### config.mk
export PLATFORM = sky130hd
export DESIGN_NAME = stream_fork_ctrl
export DESIGN_NICKNAME = d
export VERILOG_FILES = /design/src/rtl/stream_fork_pkg.sv /design/src/rtl/fanout_ready_reduce.sv /design/src/rtl/stream_fork_ctrl.sv
export SDC_FILE = /design/constraint.sdc
export NUM_CORES = 1
export LEC_CHECK = 0
export ABC_CLOCK_PERIOD_IN_PS = 3100
export CORE_ASPECT_RATIO = 1.1
export CORE_MARGIN = 5
export CORE_UTILIZATION = 40
export DETAILED_ROUTE_END_ITERATION = 10
export GPL_TIMING_DRIVEN = 0
export PLACE_DENSITY = 0.73
export SLEW_MARGIN = 5
export SYNTH_ARGS = -nofsm -noshare
export SYNTH_HDL_FRONTEND = slang
export SYNTH_SLANG_ARGS = --single-unit
### constraint.sdc
create_clock -name clk -period 3.1 [get_ports clk]
set_clock_uncertainty 0.05 [all_clocks]
set_input_delay 0.62 -clock clk [delete_from_list [all_inputs] [get_ports clk]]
set_output_delay 0.62 -clock clk [all_outputs]
set_load 0.03 [all_outputs]
### src/rtl/stream_fork_pkg.sv
// stream_fork_pkg
// Shared definitions for the stream fork controller.
//   NUM_OUT_DEF : default number of consumer streams
//   DATA_W_DEF  : default token width (16 data bits + 1 control bit)
//   CNT_W_DEF   : default width of the completed-token counter
//   state_t     : controller state encoding
package stream_fork_pkg;

    localparam int NUM_OUT_DEF = 7;
    localparam int DATA_W_DEF  = 17;
    localparam int CNT_W_DEF   = 16;

    typedef enum logic [1:0] {
        IDLE = 2'd0,
        RUN  = 2'd1,
        PEND = 2'd2
    } state_t;

endpackage

### src/rtl/fanout_ready_reduce.sv
// fanout_ready_reduce
// Combinational ready reduction for the fork.
// The producer may complete its handshake only when every consumer
// is either disabled, has already taken the token, or is taking it now.
// Ports:
//   act       in  NUM_OUT  consumers participating in the current token
//   sent_q    in  NUM_OUT  consumers that already took the current token
//   out_ready in  NUM_OUT  per-consumer ready
//   rdy       out 1        reduced producer-side ready term
module fanout_ready_reduce #(
    parameter int NUM_OUT = 7
) (
    input  logic [NUM_OUT-1:0] act,
    input  logic [NUM_OUT-1:0] sent_q,
    input  logic [NUM_OUT-1:0] out_ready,
    output logic               rdy
);

    // A consumer blocks the producer only if it is enabled, has not
    // taken the token yet and is not ready in this cycle.
    assign rdy = &(~act | sent_q | out_ready);

endmodule

### src/rtl/stream_fork_ctrl.sv
// stream_fork_ctrl
// Eager fork: broadcasts one ready/valid stream to up to NUM_OUT consumers.
// Each enabled consumer takes the current token independently; the input
// handshake completes once all enabled consumers have taken it. Mask
// changes are applied only at token boundaries.
// Ports:
//   clk       in  1        clock
//   rst_n     in  1        synchronous active-low reset
//   cfg_load  in  1        load cfg_mask
//   cfg_mask  in  NUM_OUT  per-consumer enable mask
//   flush     in  1        synchronous soft clear (same effect as reset)
//   in_valid  in  1        producer token valid
//   in_data   in  DATA_W   producer token
//   in_ready  out 1        producer ready
//   out_valid out NUM_OUT  per-consumer valid
//   out_data  out DATA_W   broadcast token (wired from in_data)
//   out_ready in  NUM_OUT  per-consumer ready
//   cfg_busy  out 1        mask change pending
//   tok_cnt   out CNT_W    completed input handshakes, wrapping
module stream_fork_ctrl
    import stream_fork_pkg::*;
#(
    parameter int NUM_OUT = NUM_OUT_DEF,
    parameter int DATA_W  = DATA_W_DEF,
    parameter int CNT_W   = CNT_W_DEF
) (
    input  logic               clk,
    input  logic               rst_n,
    input  logic               cfg_load,
    input  logic [NUM_OUT-1:0] cfg_mask,
    input  logic               flush,
    input  logic               in_valid,
    input  logic [DATA_W-1:0]  in_data,
    output logic               in_ready,
    output logic [NUM_OUT-1:0] out_valid,
    output logic [DATA_W-1:0]  out_data,
    input  logic [NUM_OUT-1:0] out_ready,
    output logic               cfg_busy,
    output logic [CNT_W-1:0]   tok_cnt
);

    state_t             state_q, state_d;
    logic [NUM_OUT-1:0] mask_q, mask_d;
    logic [NUM_OUT-1:0] pend_q, pend_d;
    logic [NUM_OUT-1:0] sent_q, sent_d;
    logic [CNT_W-1:0]   cnt_q, cnt_d;

    logic [NUM_OUT-1:0] run_valid;
    logic [NUM_OUT-1:0] take;
    logic               rdy;
    logic               fire;

    assign out_data = in_data;
    assign tok_cnt  = cnt_q;

    fanout_ready_reduce #(
        .NUM_OUT (NUM_OUT)
    ) u_reduce (
        .act       (mask_q),
        .sent_q    (sent_q),
        .out_ready (out_ready),
        .rdy       (rdy)
    );

    // Per-consumer offer while a token is live; in_valid gates it so a
    // dropped valid mid-token holds sent_q without duplicate delivery.
    assign run_valid = {NUM_OUT{in_valid}} & mask_q & ~sent_q;
    assign take      = run_valid & out_ready;
    assign fire      = in_valid & rdy;

    // State, mask and progress registers; flush acts exactly like reset.
    always_ff @(posedge clk) begin
        if (!rst_n || flush) begin
            state_q <= IDLE;
            mask_q  <= '0;
            pend_q  <= '0;
            sent_q  <= '0;
            cnt_q   <= '0;
        end else begin
            state_q <= state_d;
            mask_q  <= mask_d;
            pend_q  <= pend_d;
            sent_q  <= sent_d;
            cnt_q   <= cnt_d;
        end
    end

    // Next-state and output logic. A consumer that is ready on the fire
    // cycle is not recorded in sent_q because the token retires anyway.
    always_comb begin
        state_d   = state_q;
        mask_d    = mask_q;
        pend_d    = pend_q;
        sent_d    = sent_q;
        cnt_d     = cnt_q;
        in_ready  = 1'b0;
        out_valid = '0;
        cfg_busy  = 1'b0;

        case (state_q)
            IDLE: begin
                if (cfg_load) begin
                    mask_d  = cfg_mask;
                    state_d = RUN;
                end
            end

            RUN: begin
                out_valid = run_valid;
                in_ready  = rdy;
                if (fire) begin
                    sent_d = '0;
                    cnt_d  = cnt_q + {{(CNT_W-1){1'b0}}, 1'b1};
                end else begin
                    sent_d = sent_q | take;
                end
                if (cfg_load) begin
                    pend_d  = cfg_mask;
                    state_d = PEND;
                end
            end

            PEND: begin
                cfg_busy = 1'b1;
                if (sent_q == '0) begin
                    // At a token boundary: swap the mask without starting a token.
                    mask_d  = pend_q;
                    state_d = RUN;
                end else begin
                    // Finish the partially delivered token on the old mask.
                    out_valid = run_valid;
                    in_ready  = rdy;
                    if (fire) begin
                        sent_d  = '0;
                        cnt_d   = cnt_q + {{(CNT_W-1){1'b0}}, 1'b1};
                        mask_d  = pend_q;
                        state_d = RUN;
                    end else begin
                        sent_d = sent_q | take;
                    end
                end
                if (cfg_load) begin
                    pend_d = cfg_mask;
                end
            end

            default: begin
                state_d = IDLE;
            end
        endcase
    end

endmodule

==> flow_summary.yaml <==
run_status:
  status: "completed"
setup_path:
  path_class: "primary input to primary output"
  cp_top_family: "buffers and inverters"
  cp_cell_sequence: "clkdlybuf4s50_1, nor3b_1, or4_4, nor3_1, dlygate4sd1_1"
  cpPeakStageDelay_ns: 0.55
  cp_max_fo: 3
  crit_path_top_delay_cell: "or4_4"
  required_ns: 2.43
  critical_path_arrival_ns: 2.35
  start_kind: "primary input"
  critPathBufInv: 2
  end_kind: "primary output"
sta:
  rsz0062_at_grt: "false"
  fin_crit_sh_pct: 97.33
  finalWorstSetupSlack_ns: 0.08285
  worst_pin_slew_ns: 0.6107
  finalCriticalPeriod_ns: 3.017
  finalSetupViolations: 0
  fmax_mhz: 331.4
  slew_headroom_pct: 58.91
  timing.hold.ws_ns: 0.4061
  slew_viol_final: 0
  hold_violations: 0
clocking:
  hold_buffers: 0
  clk_path_buf_depth: 2
  cts-root-buf: "clkbuf_8"
  insertion_delay_ns: 0.28
  ctsHtreeMaxLevel: 2
  path_clk_slew_ns: 0.07
  numClockSinks: 39
  cts_inserted_buffers: 5
  cts_tree: "built"
  cts.repair.resized: 19
  post-cts-setup-buffers: 0
synthesis:
  syn_area_sq_um: 2088
  yosys_register_bits: 39
  syn-num-nets: 287
  synth_top_family_by_area: "simple AND/OR/NAND/NOR gates"
  synth_top_area_cell: "dfxtp_1"
  ys_warn_count: 0
  muxShareOfSynthArea_pct: 4.314
  syn_area_per_cell_sq_um: 8.489
  synthAdderAreaFrac_pct: 2.996
  yosysMostFrequentCell: "dfxtp_1"
  synth_top_area_share_pct: 37.39
  synth_edf_count: 0
  synthArstFlopShare_pct: 0
  synthSimpleGateAreaFrac_pct: 26.54
  synth_xor_area_share_pct: 1.258
  synthTopCellsByArea: "dfxtp_1 (37%), buf_4 (6.5%), a21oi_1 (6.0%)"
  ys_types: 36
  synth_compound_area_share_pct: 16.72
  synthFlopType: "dfxtp_1"
  yosysSeqAreaShare_pct: 37.39
  syn_inst: 246
  synth_common_cells: "dfxtp_1 (39), a21oi_1 (25), o21ai_0 (20)"
cells_and_area:
  diodes: 0
  final_net_count: 352
  stdcell_count: 369
  syn2layout_area_growth_pct: 35.89
  fin_area_sq_um: 2838
  drive_gt1_share_pct: 14.15
  n_fill_cell: 483
floorplanning:
  die_width_microns: 78.89
  io_pins: 78
  rows: 27
  start_util_pct: 41.49
  die_area_sq_um: 6767
  die_y_microns: 85.78
  coreArea_sq_um: 5034
flow_run:
  drv_cap: 0
global_routing:
  overflow: 0
  grt_first_pass_wirelength_microns: 8700
  grt_pass1_vias: 1850
  grt_util_all_layers_pct: 15.95
  grt_max_degree: 12
  grt_antenna_before_repair: 0
place:
  hpwl_microns: 4117
  preCtsSetupSlack_ns: -0.2952
  dp_cells: 364
  placed_area_sq_um: 2766
  place.gp.congestion: 0.7931
  io_buffers: 60
power:
  total_power_uw: 997.2
  max-vdd-ir-drop_v: 0.0002693
  p_per_area_nw_per_um2: 351.4
  p_leak_uw: 0.0009735
drt:
  vias: 1963
  vias_per_cell: 5.320
  first_pass_iters: 4
  ant_nets: 0
  drc: 0
  routedWlPerCell_microns: 14.42
  initialDrtViolationCount: 64
  routed_wl_microns: 5320
hold_path:
  min-delay-path-class: "register to register"
==> through the flow <==
stage          utilization [%]  TNS, ns
3_5_place_dp             54.96   -1.986
3_3_place_gp             54.96   -1.963
2_1_floorplan                -        0
5_1_grt                  56.38        0
4_1_cts                  56.57        0
6_report                 56.38        0
==> kinds of logic (layout without fill, tap and decap cells) <==
logic type,after synthesis,in the layout
and+or+nand+nor,93,93
AOI/OAI and AO/OA,61,61
DFF,39,39
buffers and inverters,36,101
muxes,9,9
adders and majority gates,5,5
xor gates and xnor gates,3,3
==> flip-flops by register name (all words and copies together) (netlist names) <==
signal / cells
mask_q: 7
sent_q: 7
state_q: 2
pend_q: 7
tok_cnt: 16
==> final cells by class <==
type                       instances  area [sq um]  share of cell area, %
inverter                           7         26.28                 0.9259
timing repair buffer              60         585.6                  20.63
sequential                        39         780.7                  27.51
clock buffer                       6         82.58                  2.910
tap                               58         72.57                  2.557
multi-input combinational        171          1094                  38.54
clock inverter                     1         5.005                 0.1764
buffer                            27         191.4                  6.746
==> per-layer routing <==
metal | share of wire, % | vias up | global-route usage [%]
met5 | 0 | - | 0
met4 | 0.85 | 0 | 4.688
met3 | 6.6 | 6 | 4.727
met2 | 48 | 58 | 27.18
met1 | 45 | 894 | 19.44
li1 | - | 1005 | -
==> worst register-to-register path, stage by stage, from the launching register on <==
cell      delay (ns)
dfxtp_1         0.34
inv_1           0.09
ha_1            0.20
or4b_2          0.60
o221a_2         0.27
clkbuf_1        0.23
a31oi_1         0.49
nor2b_1         0.20
==> where the power goes <==
group | switching, uW | total [uW] | internal, uW
logic | 72.9 | 149 | 75.7
clock network | 164 | 339 | 174
registers | 4.17 | 510 | 506
==> final timing paths <==
check | from | endpoint | slack, ns | cells after the start
min reg2reg | pend_q[1]$_SDFFE_PP0P_ | pend_q[1]$_SDFFE_PP0P_ | 0.41 | 2
min | pend_q[1]$_SDFFE_PP0P_ | pend_q[1]$_SDFFE_PP0P_ | 0.41 | 2
max reg2reg | state_q[0]$_SDFFE_PP0P_ | sent_q[4]$_SDFFE_PP0N_ | 0.59 | 7
max | out_ready[3] | in_ready | 0.08 | 5
==> layout by cell type (no fill, tap or decap), drive strengths merged, types with 3 or more instances in the layout <==
cell,instances
o21ai,20
nor3b,15
inv,7
or4,5
a31oi,8
nor2,8
clkbuf,15
clkdlybuf4s50,52
nand3,12
a21oi,25
nor2b,8
mux2i,9
nand2,13
or3,17
ha,5
buf,21
nand4,6
clkdlybuf4s15,3
dfxtp,39
(Power assumes the default switching activity.)
